**src/rtl/tx_uart.sv**
```systemverilog
// tx_uart: buffered 8N1 UART transmitter.
// Bytes written through data_wr/din are queued in a circular FIFO and sent on
// tx_out LSB first, framed by one start bit (0) and one stop bit (1).
// Queued bytes go out back-to-back, with no idle time between frames.
//
// Parameters:
//   SYSTEM_CLK - clock frequency in Hz
//   BAUDRATE   - line rate in baud
//   DEPTH      - FIFO entries (power of two, >= 2)
// Ports:
//   clk     - system clock, rising edge
//   reset   - asynchronous active-high reset
//   data_wr - one-cycle write strobe; din is enqueued unless the FIFO is full
//   din     - byte to enqueue
//   tx_out  - registered serial output, idles high
//   full    - FIFO holds DEPTH entries
//   empty   - FIFO holds no entries
//   busy    - a frame is on the line
module tx_uart #(
  parameter int SYSTEM_CLK = 100_000_000,
  parameter int BAUDRATE   = 9600,
  parameter int DEPTH      = 16
) (
  input  logic       clk,
  input  logic       reset,
  input  logic       data_wr,
  input  logic [7:0] din,
  output logic       tx_out,
  output logic       full,
  output logic       empty,
  output logic       busy
);

  localparam int CYCLES_PER_SYMBOL = (SYSTEM_CLK + BAUDRATE / 2) / BAUDRATE;
  localparam int CW = $clog2(SYSTEM_CLK);
  localparam int AW = $clog2(DEPTH);

  localparam logic [CW-1:0] SYM_LAST  = CW'(CYCLES_PER_SYMBOL - 1);
  localparam logic [AW:0]   DEPTH_CNT = (AW + 1)'(DEPTH);

  typedef enum logic [1:0] {
    IDLE,
    START,
    DATA,
    STOP
  } state_t;

  state_t        state;
  logic [CW-1:0] bit_cnt;
  logic [2:0]    bit_idx;
  logic [7:0]    shift;

  logic [7:0]    mem [DEPTH];
  logic [AW-1:0] rd_ptr;
  logic [AW-1:0] wr_ptr;
  logic [AW:0]   count;

  logic push;
  logic pop;
  logic sym_end;

  assign full    = (count == DEPTH_CNT);
  assign empty   = (count == '0);
  assign push    = data_wr & ~full;
  assign sym_end = (bit_cnt == '0);

  // The FIFO head is consumed only when a frame is loaded: straight from IDLE,
  // or at the end of a stop bit so the next start bit follows without a gap.
  always_comb begin
    pop = 1'b0;
    if (!empty) begin
      if (state == IDLE) begin
        pop = 1'b1;
      end else if (state == STOP && sym_end) begin
        pop = 1'b1;
      end
    end
  end

  // FIFO pointers and occupancy
  always_ff @(posedge clk or posedge reset) begin
    if (reset) begin
      rd_ptr <= '0;
      wr_ptr <= '0;
      count  <= '0;
    end else begin
      if (push) begin
        wr_ptr <= wr_ptr + 1'b1;
      end
      if (pop) begin
        rd_ptr <= rd_ptr + 1'b1;
      end
      if (push && !pop) begin
        count <= count + 1'b1;
      end else if (pop && !push) begin
        count <= count - 1'b1;
      end
    end
  end

  // FIFO storage; contents are don't-care until written
  always_ff @(posedge clk) begin
    if (push) begin
      mem[wr_ptr] <= din;
    end
  end

  // Bit-timing state machine. bit_cnt counts down from SYM_LAST, so every
  // state change lands exactly CYCLES_PER_SYMBOL edges after the previous one.
  always_ff @(posedge clk or posedge reset) begin
    if (reset) begin
      state   <= IDLE;
      tx_out  <= 1'b1;
      busy    <= 1'b0;
      bit_cnt <= '0;
      bit_idx <= '0;
      shift   <= '0;
    end else begin
      case (state)
        IDLE: begin
          tx_out <= 1'b1;
          if (pop) begin
            shift   <= mem[rd_ptr];
            tx_out  <= 1'b0;
            bit_cnt <= SYM_LAST;
            busy    <= 1'b1;
            state   <= START;
          end
        end

        START: begin
          if (sym_end) begin
            tx_out  <= shift[0];
            bit_idx <= '0;
            bit_cnt <= SYM_LAST;
            state   <= DATA;
          end else begin
            bit_cnt <= bit_cnt - 1'b1;
          end
        end

        DATA: begin
          if (sym_end) begin
            bit_cnt <= SYM_LAST;
            if (bit_idx == 3'd7) begin
              tx_out <= 1'b1;
              state  <= STOP;
            end else begin
              shift   <= {1'b0, shift[7:1]};
              tx_out  <= shift[1];
              bit_idx <= bit_idx + 1'b1;
            end
          end else begin
            bit_cnt <= bit_cnt - 1'b1;
          end
        end

        STOP: begin
          if (sym_end) begin
            if (pop) begin
              shift   <= mem[rd_ptr];
              tx_out  <= 1'b0;
              bit_cnt <= SYM_LAST;
              state   <= START;
            end else begin
              tx_out <= 1'b1;
              busy   <= 1'b0;
              state  <= IDLE;
            end
          end else begin
            bit_cnt <= bit_cnt - 1'b1;
          end
        end

        default: begin
          tx_out <= 1'b1;
          busy   <= 1'b0;
          state  <= IDLE;
        end
      endcase
    end
  end

endmodule

```
**config.mk**
```make
export PLATFORM = sky130hd
export DESIGN_NAME = tx_uart
export DESIGN_NICKNAME = d
export VERILOG_FILES = /design/src/rtl/tx_uart.sv
export SDC_FILE = /design/constraint.sdc
export NUM_CORES = 1
export LEC_CHECK = 0
export CAP_MARGIN = 40
export CORE_ASPECT_RATIO = 1.2
export CORE_MARGIN = 4
export CORE_UTILIZATION = 40
export CTS_CLUSTER_SIZE = 30
export DETAILED_ROUTE_END_ITERATION = 16
export PLACE_DENSITY = 0.55
export SKIP_CTS_REPAIR_TIMING = 1
export SYNTH_ARGS = -nofsm -noshare
export SYNTH_HDL_FRONTEND = slang
export SYNTH_SLANG_ARGS = --single-unit
export TNS_END_PERCENT = 100
```
**constraint.sdc**
```tcl
create_clock -name clk -period 3.85 [get_ports clk]
set_input_delay 0.77 -clock clk [delete_from_list [all_inputs] [get_ports clk]]
set_output_delay 0.77 -clock clk [all_outputs]
set_load 0.01 [all_outputs]
```
==> impl_metrics.json, run 1 <==
{
  "grtUsageTotal": 0.161,
  "wl_met2_um": 9180,
  "vias": 4969,
  "start_kind": "register",
  "critical_path_arrival_ns": 3.63,
  "setup_viol": 0,
  "p_comb_frac": 0.396,
  "fin_crit_ns": 3.33,
  "met3_length_um": 645,
  "finClkSkew_ns": 0.0116,
  "firstDrtPassIters": 5,
  "fp.dieW_um": 139,
  "slowest_delay_ns": 0.52,
  "drv_cap": 0,
  "cts.sinks": 183,
  "syn_area_um2": 8180,
  "period_share": 0.865,
  "die_h_um": 165,
  "grt_max_degree": 31,
  "finalHoldViolations": 0,
  "route.top_layer_used": "met4",
  "dp_cells": 861,
  "drc": 0,
  "ys_ff_latch": 183,
  "status": "finished, final reports clean",
  "hpwl_um": 12000,
  "wire_per_inst_um": 19.8,
  "crit_required_ns": 4.15,
  "clkPwrFrac": 0.240,
  "cts_tree": "built",
  "p_int_mw": 4.98,
  "timing.fmax_ghz": 0.300,
  "dpl_cell_area_um2": 8770,
  "insertedDiodeCount": 0,
  "grt_overflow_total": 0,
  "io_pins": 15,
  "die-area_um2": 22800,
  "worst_slew_pin_slew_ns": 0.926,
  "antenna_found_initial": 0,
  "place.gp.congestion": 0.793,
  "seqPwrFrac": 0.365,
  "fin_cells": 893,
  "synth_cells": 587,
  "path_max_fanout": 8,
  "ys.flop_type": "edfxtp_1",
  "yosysTopAreaCell": "edfxtp_1",
  "cts.clk_slew.worst_paths_ns": 0.07,
  "cp_slowest_cell": "or4b_1",
  "syn_to_final_growth_pct": 15.0,
  "synth-edff-count": 128,
  "critPathCaptureType": "register",
  "grt_pass1_vias": 5016,
  "grt_pass1_wl_um": 28100,
  "p_leak_nw": 3.41,
  "critPathTopFamily": "simple AND/OR/NAND/NOR gates",
  "htree_levels": 4,
  "design_area_um2": 9410,
  "crit_buf_inv": 2,
  "relSlewSlack": 0.377,
  "core-area_um2": 20200,
  "cts_made_buffers": 17,
  "hp-class": "reg2reg",
  "path_class": "reg2reg",
  "clockBufferDepth": 2,
  "synth_nets": 617,
  "total_power_mw": 7.83,
  "final_antenna_net_count": 0,
  "syn_area_per_cell_um2": 13.9,
  "via_per_inst": 5.56,
  "cts-root-buf": "clkbuf_16",
  "netlist_top_cells_area": "edfxtp_1, dfrtp_1, mux4_2",
  "power_density_nw_per_um2": 832,
  "finalMaxSlewViolations": 0,
  "ys_warn_count": 0,
  "port_buffers": 14,
  "setup_tns_ns": 0,
  "synthArstFlopShare": 0.301,
  "drtIter0Drc": 418,
  "cp_common_cell": "ha_1",
  "crit_chain": "inv_1 -> ha_1 -> or4b_1 -> nor4_4 -> and3_4 -> o21ai_4 -> ha_1 -> inv_1 -> ha_1 -> a21o_1 -> a21oi_1 -> xnor2_1 -> nor2_1 -> xor2_1",
  "synthDistinctLibCells": 56,
  "clock_latency_ns": 0.43,
  "r2r_setup_slack_ns": 0.52,
  "max-vdd-ir-drop_v": 0.000383,
  "row_count": 57,
  "synth_top_area_frac": 0.470,
  "nets": 645,
  "final_layout_size_suffix_gt1_frac": 0.178,
  "switchingPower_mw": 2.85,
  "wl_met1_um": 7610,
  "rsz0062_at_grt": "false",
  "p_sw_frac": 0.364,
  "ys_seq_area_frac": 0.638,
  "initial_core_util": 0.405,
  "routed_wl_um": 17700
}
==> final cells by class <==
type | instances | area, um2
clock inverters | 15 | 210
flip-flops and latches | 183 | 5220
fillers | 1741 | 10800
clock buffers | 17 | 425
multi-input cells | 365 | 2810
repair buffers | 34 | 355
inverters | 14 | 52.6
well taps | 265 | 332
==> metrics by stage <==
| stage | worst slack (ns) | hold slack (ns) | utilization |
|---|---|---|---|
| 5_1_grt | 0.239 | 0.497 | 0.466 |
| 2_1_floorplan | 0.813 | 0.438 | - |
| 3_3_place_gp | 0.624 | 0.471 | 0.430 |
| 4_1_cts | 0.499 | 0.478 | 0.466 |
| 6_report | 0.519 | 0.476 | 0.466 |
| 3_5_place_dp | 0.523 | 0.466 | 0.435 |
==> cells in the mapped netlist (all sizes together) (2+ instances only) <==
library cell and number:
edfxtp 128, dfrtp 54, o21ai 52, nor2 39, nand2 31, mux2 25
a21oi 21, ha 18, mux4 18, clkbuf 17, nor3 16, inv 14
nand3 12, nor4 11, or4 10, mux2i 9, buf 8, nand2b 8
xnor2 8, a211o 7, a211oi 7, a222oi 7, nor2b 7, o22ai 7
o221a 5, o31ai 5, xor2 5, a21o 4, a22o 3, a31oi 3
and2 3, and3 3, nor3b 3, or2 3, nand4 2, o41ai 2
or3 2
==> power groups by stage <==
stage	registers, mW	clock network [mW]	logic [mW]
after detailed placement	2.89	0	3.13
after global routing	2.91	1.99	3.43
after global placement	2.98	0	2.85
after CTS	2.86	1.91	3.14
after floorplan	2.74	0	2.34
final	2.86	1.88	3.10
==> layout by cell type, fill, tap and decap left out, types with 4 or more instances in the layout <==
| cell | instances |
|---|---|
| edfxtp_1 | 128 |
| dfrtp_1 | 53 |
| o21ai_0 | 50 |
| nor2_1 | 39 |
| nand2_1 | 31 |
| mux2_2 | 25 |
| a21oi_1 | 21 |
| mux4_2 | 18 |
| ha_1 | 18 |
| clkbuf_16 | 17 |
| buf_4 | 16 |
| nor3_1 | 15 |
| clkdlybuf4s50_1 | 14 |
| inv_1 | 13 |
| nand3_1 | 12 |
| nor4_1 | 9 |
| mux2i_1 | 9 |
| xnor2_1 | 8 |
| or4_1 | 8 |
| nand2b_1 | 8 |
| nor2b_1 | 7 |
| a211o_1 | 7 |
| o22ai_1 | 7 |
| a222oi_1 | 7 |
| a211oi_1 | 7 |
| xor2_1 | 5 |
| o31ai_1 | 5 |
| o221a_2 | 5 |
| a21o_1 | 4 |
| bufinv_16 | 4 |
| inv_6 | 4 |
==> cells by family after synthesis <==
kind of cell | share of synthesized area
buffers and inverters | 0.0181
multiplexers | 0.0950
flip-flops | 0.638
adder cells (fa/ha/maj) | 0.0300
XOR/XNOR | 0.0139
AND/OR/NAND/NOR | 0.0993
AO/OA/AOI/OAI | 0.105
==> sequential cells by signal (all words and copies together) (netlist names), 2 cells and up <==
name,count
bit_cnt,27
shift,8
rd_ptr,4
mem,128
wr_ptr,4
count,5
bit_idx,3
state,2
==> worst paths after layout <==
kind | start | endpoint | cells after the start
max | bit_cnt[0] | count[4] | 14
min | count[4] | count[4] | 1
max reg2reg | bit_cnt[0] | count[4] | 14
min reg2reg | count[4] | count[4] | 1
max in group asynchronous | reset | bit_cnt[14] | 4
min in group asynchronous | reset | count[1] | 2
==> worst reg2reg max path, cell delays in order, from the launching register on <==
cell,delay (ns)
dfrtp_1,0.42
inv_1,0.10
ha_1,0.14
or4b_1,0.52
nor4_4,0.28
and3_4,0.26
o21ai_4,0.10
ha_1,0.26
inv_1,0.14
ha_1,0.29
a21o_1,0.17
a21oi_1,0.17
xnor2_1,0.13
nor2_1,0.07
xor2_1,0.14
==> metal layers <==
metal  GRT usage  vias up
met2       0.288      108
li1            -     2338
met5           0        -
met4      0.0512        0
met1       0.201     2501
met3      0.0240       22
(Power assumes the default switching activity.)
==> inputs of run 2 (changes only) <==
Settings changed: CTS_CLUSTER_SIZE 30 to unset.
==> results of run 2 <==
The final DEF is identical to that of run 1; final timing and power are the same.
==> inputs of run 3 (changes only) <==
Settings changed: CORE_MARGIN 4 to 10.
==> impl_metrics.json, run 3 (synthesis gave the netlist of run 1 again) <==
{
  "die-area_um2": 26600,
  "port_buffers": 14,
  "r2r_end": "count[4]",
  "status": "finished, final reports clean",
  "n_fill_cell": 1779,
  "finalHoldViolations": 0,
  "die_h_um": 177,
  "grt_max_degree": 36,
  "path_class": "reg2reg",
  "start_kind": "register",
  "grt_pass1_wl_um": 28900,
  "power_density_nw_per_um2": 825,
  "wire_per_inst_um": 19.9,
  "routed_wl_um": 17800,
  "cts.clk_slew.worst_paths_ns": 0.07,
  "initial_core_util": 0.405,
  "crit_buf_inv": 2,
  "setup_tns_ns": 0,
  "via_per_inst": 5.56,
  "worst_slew_pin_slew_ns": 0.979,
  "crit_required_ns": 4.17,
  "core-area_um2": 20200,
  "rr_worst_depth": 14,
  "cts.sinks": 183,
  "p_leak_nw": 3.37,
  "row_count": 57,
  "largest_register_ffs": 128,
  "cp-endpoint": "count[4]",
  "r2r_setup_slack_ns": 0.54,
  "switchingPower_mw": 2.82,
  "critPathTopFamily": "simple AND/OR/NAND/NOR gates",
  "grtUsageTotal": 0.140,
  "p_comb_frac": 0.384,
  "setup_viol": 0,
  "final_antenna_net_count": 0,
  "timing.fmax_ghz": 0.302,
  "hpwl_um": 11900,
  "hp-start": "tx_out",
  "cp.depth": 14,
  "drtIter0Drc": 375,
  "fp.dieW_um": 151,
  "cp_common_cell": "ha_1",
  "final_core_util": 0.462,
  "slowest_delay_ns": 0.53,
  "critPathCaptureType": "register",
  "clkPwrFrac": 0.233,
  "p_int_mw": 4.86,
  "clockBufferDepth": 2,
  "final_layout_size_suffix_gt1_frac": 0.177,
  "syn_to_final_growth_pct": 13.9,
  "cts_tree": "built",
  "antenna_found_initial": 0,
  "top_regs": "mem (128), bit_cnt (27), shift (8)",
  "drc": 0,
  "grt_overflow_total": 0,
  "hp-class": "reg2reg",
  "htree_levels": 4,
  "whs_ns": 0.476,
  "insertedDiodeCount": 0,
  "seqPwrFrac": 0.383,
  "io_pins": 15,
  "rsz0062_at_grt": "false",
  "cp_slowest_cell": "or4b_1",
  "clock_latency_ns": 0.43,
  "top_register": "mem",
  "crit_chain": "inv_1 -> ha_1 -> or4b_1 -> nor4_4 -> and3_4 -> o21ai_4 -> ha_1 -> inv_1 -> ha_1 -> a21o_1 -> a21oi_1 -> xnor2_1 -> nor2_1 -> xor2_1",
  "vias": 4958,
  "max-vdd-ir-drop_v": 0.000417,
  "relSlewSlack": 0.341,
  "period_share": 0.861,
  "final_common_cell": "edfxtp_1",
  "p_sw_frac": 0.367,
  "path_max_fanout": 8,
  "cts-root-buf": "clkbuf_16",
  "firstDrtPassIters": 5,
  "fin_crit_ns": 3.31,
  "r2r_start": "bit_cnt[0]",
  "startpoint": "bit_cnt[0]",
  "critical_path_arrival_ns": 3.63,
  "place.gp.congestion": 0.793,
  "finClkSkew_ns": 0.00945,
  "drv_cap": 0,
  "layout_common_cells": "edfxtp_1, dfrtp_1, o21ai_0",
  "nets": 646,
  "finalMaxSlewViolations": 0,
  "grt_pass1_vias": 5204,
  "cts_made_buffers": 17
}
## run 3: cell types whose count changed in the layout (fill, tap and decap cells not counted), sizes merged
cell / change
buf: +1
bufinv: -1
clkbuf: +2
clkinv: -3
## run 3: layout make-up
| type | count | area [um2] | area share |
|---|---|---|---|
| clock buffers | 19 | 433 | 0.0465 |
| multi-input cells | 365 | 2810 | 0.301 |
| repair buffers | 35 | 305 | 0.0328 |
| clock inverters | 11 | 164 | 0.0176 |
| flip-flops and latches | 183 | 5220 | 0.560 |
| well taps | 265 | 332 | 0.0356 |
| inverters | 14 | 52.6 | 0.00564 |
## run 3: worst min-delay path by stage
stage / cells past startpoint / end
floorplan: 1 / bit_cnt[26]
global placement: 1 / count[4]
detailed placement: 1 / count[4]
CTS: 1 / count[4]
global route: 2 / tx_out
finish: 2 / tx_out
## run 3: layer usage
layer	GRT usage	routed length, um
met2	0.234	8920
met1	0.173	7910
met3	0.0297	562
met4	0.0576	372
met5	0	0
## run 3: tightest hold or removal path, stage by stage (launching register included)
cell	delay, ns
dfstp_2	0.37
nand2_1	0.04
o21ai_0	0.06
## run 3: metrics by stage
| step | total power [mW] | worst slack (ns) | std cells | instance area (um2) |
|---|---|---|---|---|
| floorplan | 5.08 | 0.813 | 587 | 8180 |
| global placement | 5.82 | 0.632 | 860 | 8700 |
| detailed placement | 5.94 | 0.551 | 861 | 8710 |
| CTS | 7.75 | 0.527 | 891 | 9310 |
| global route | 8.19 | 0.354 | 892 | 9320 |
| finish | 7.68 | 0.537 | 892 | 9320 |
## run 3: power by group through the flow
stage	clock network [mW]	logic, mW	registers (mW)
finish	1.79	2.95	2.94
global route	1.90	3.28	3.01
CTS	1.84	2.97	2.94
detailed placement	0	2.95	2.98
global placement	0	2.84	2.98
floorplan	0	2.34	2.74
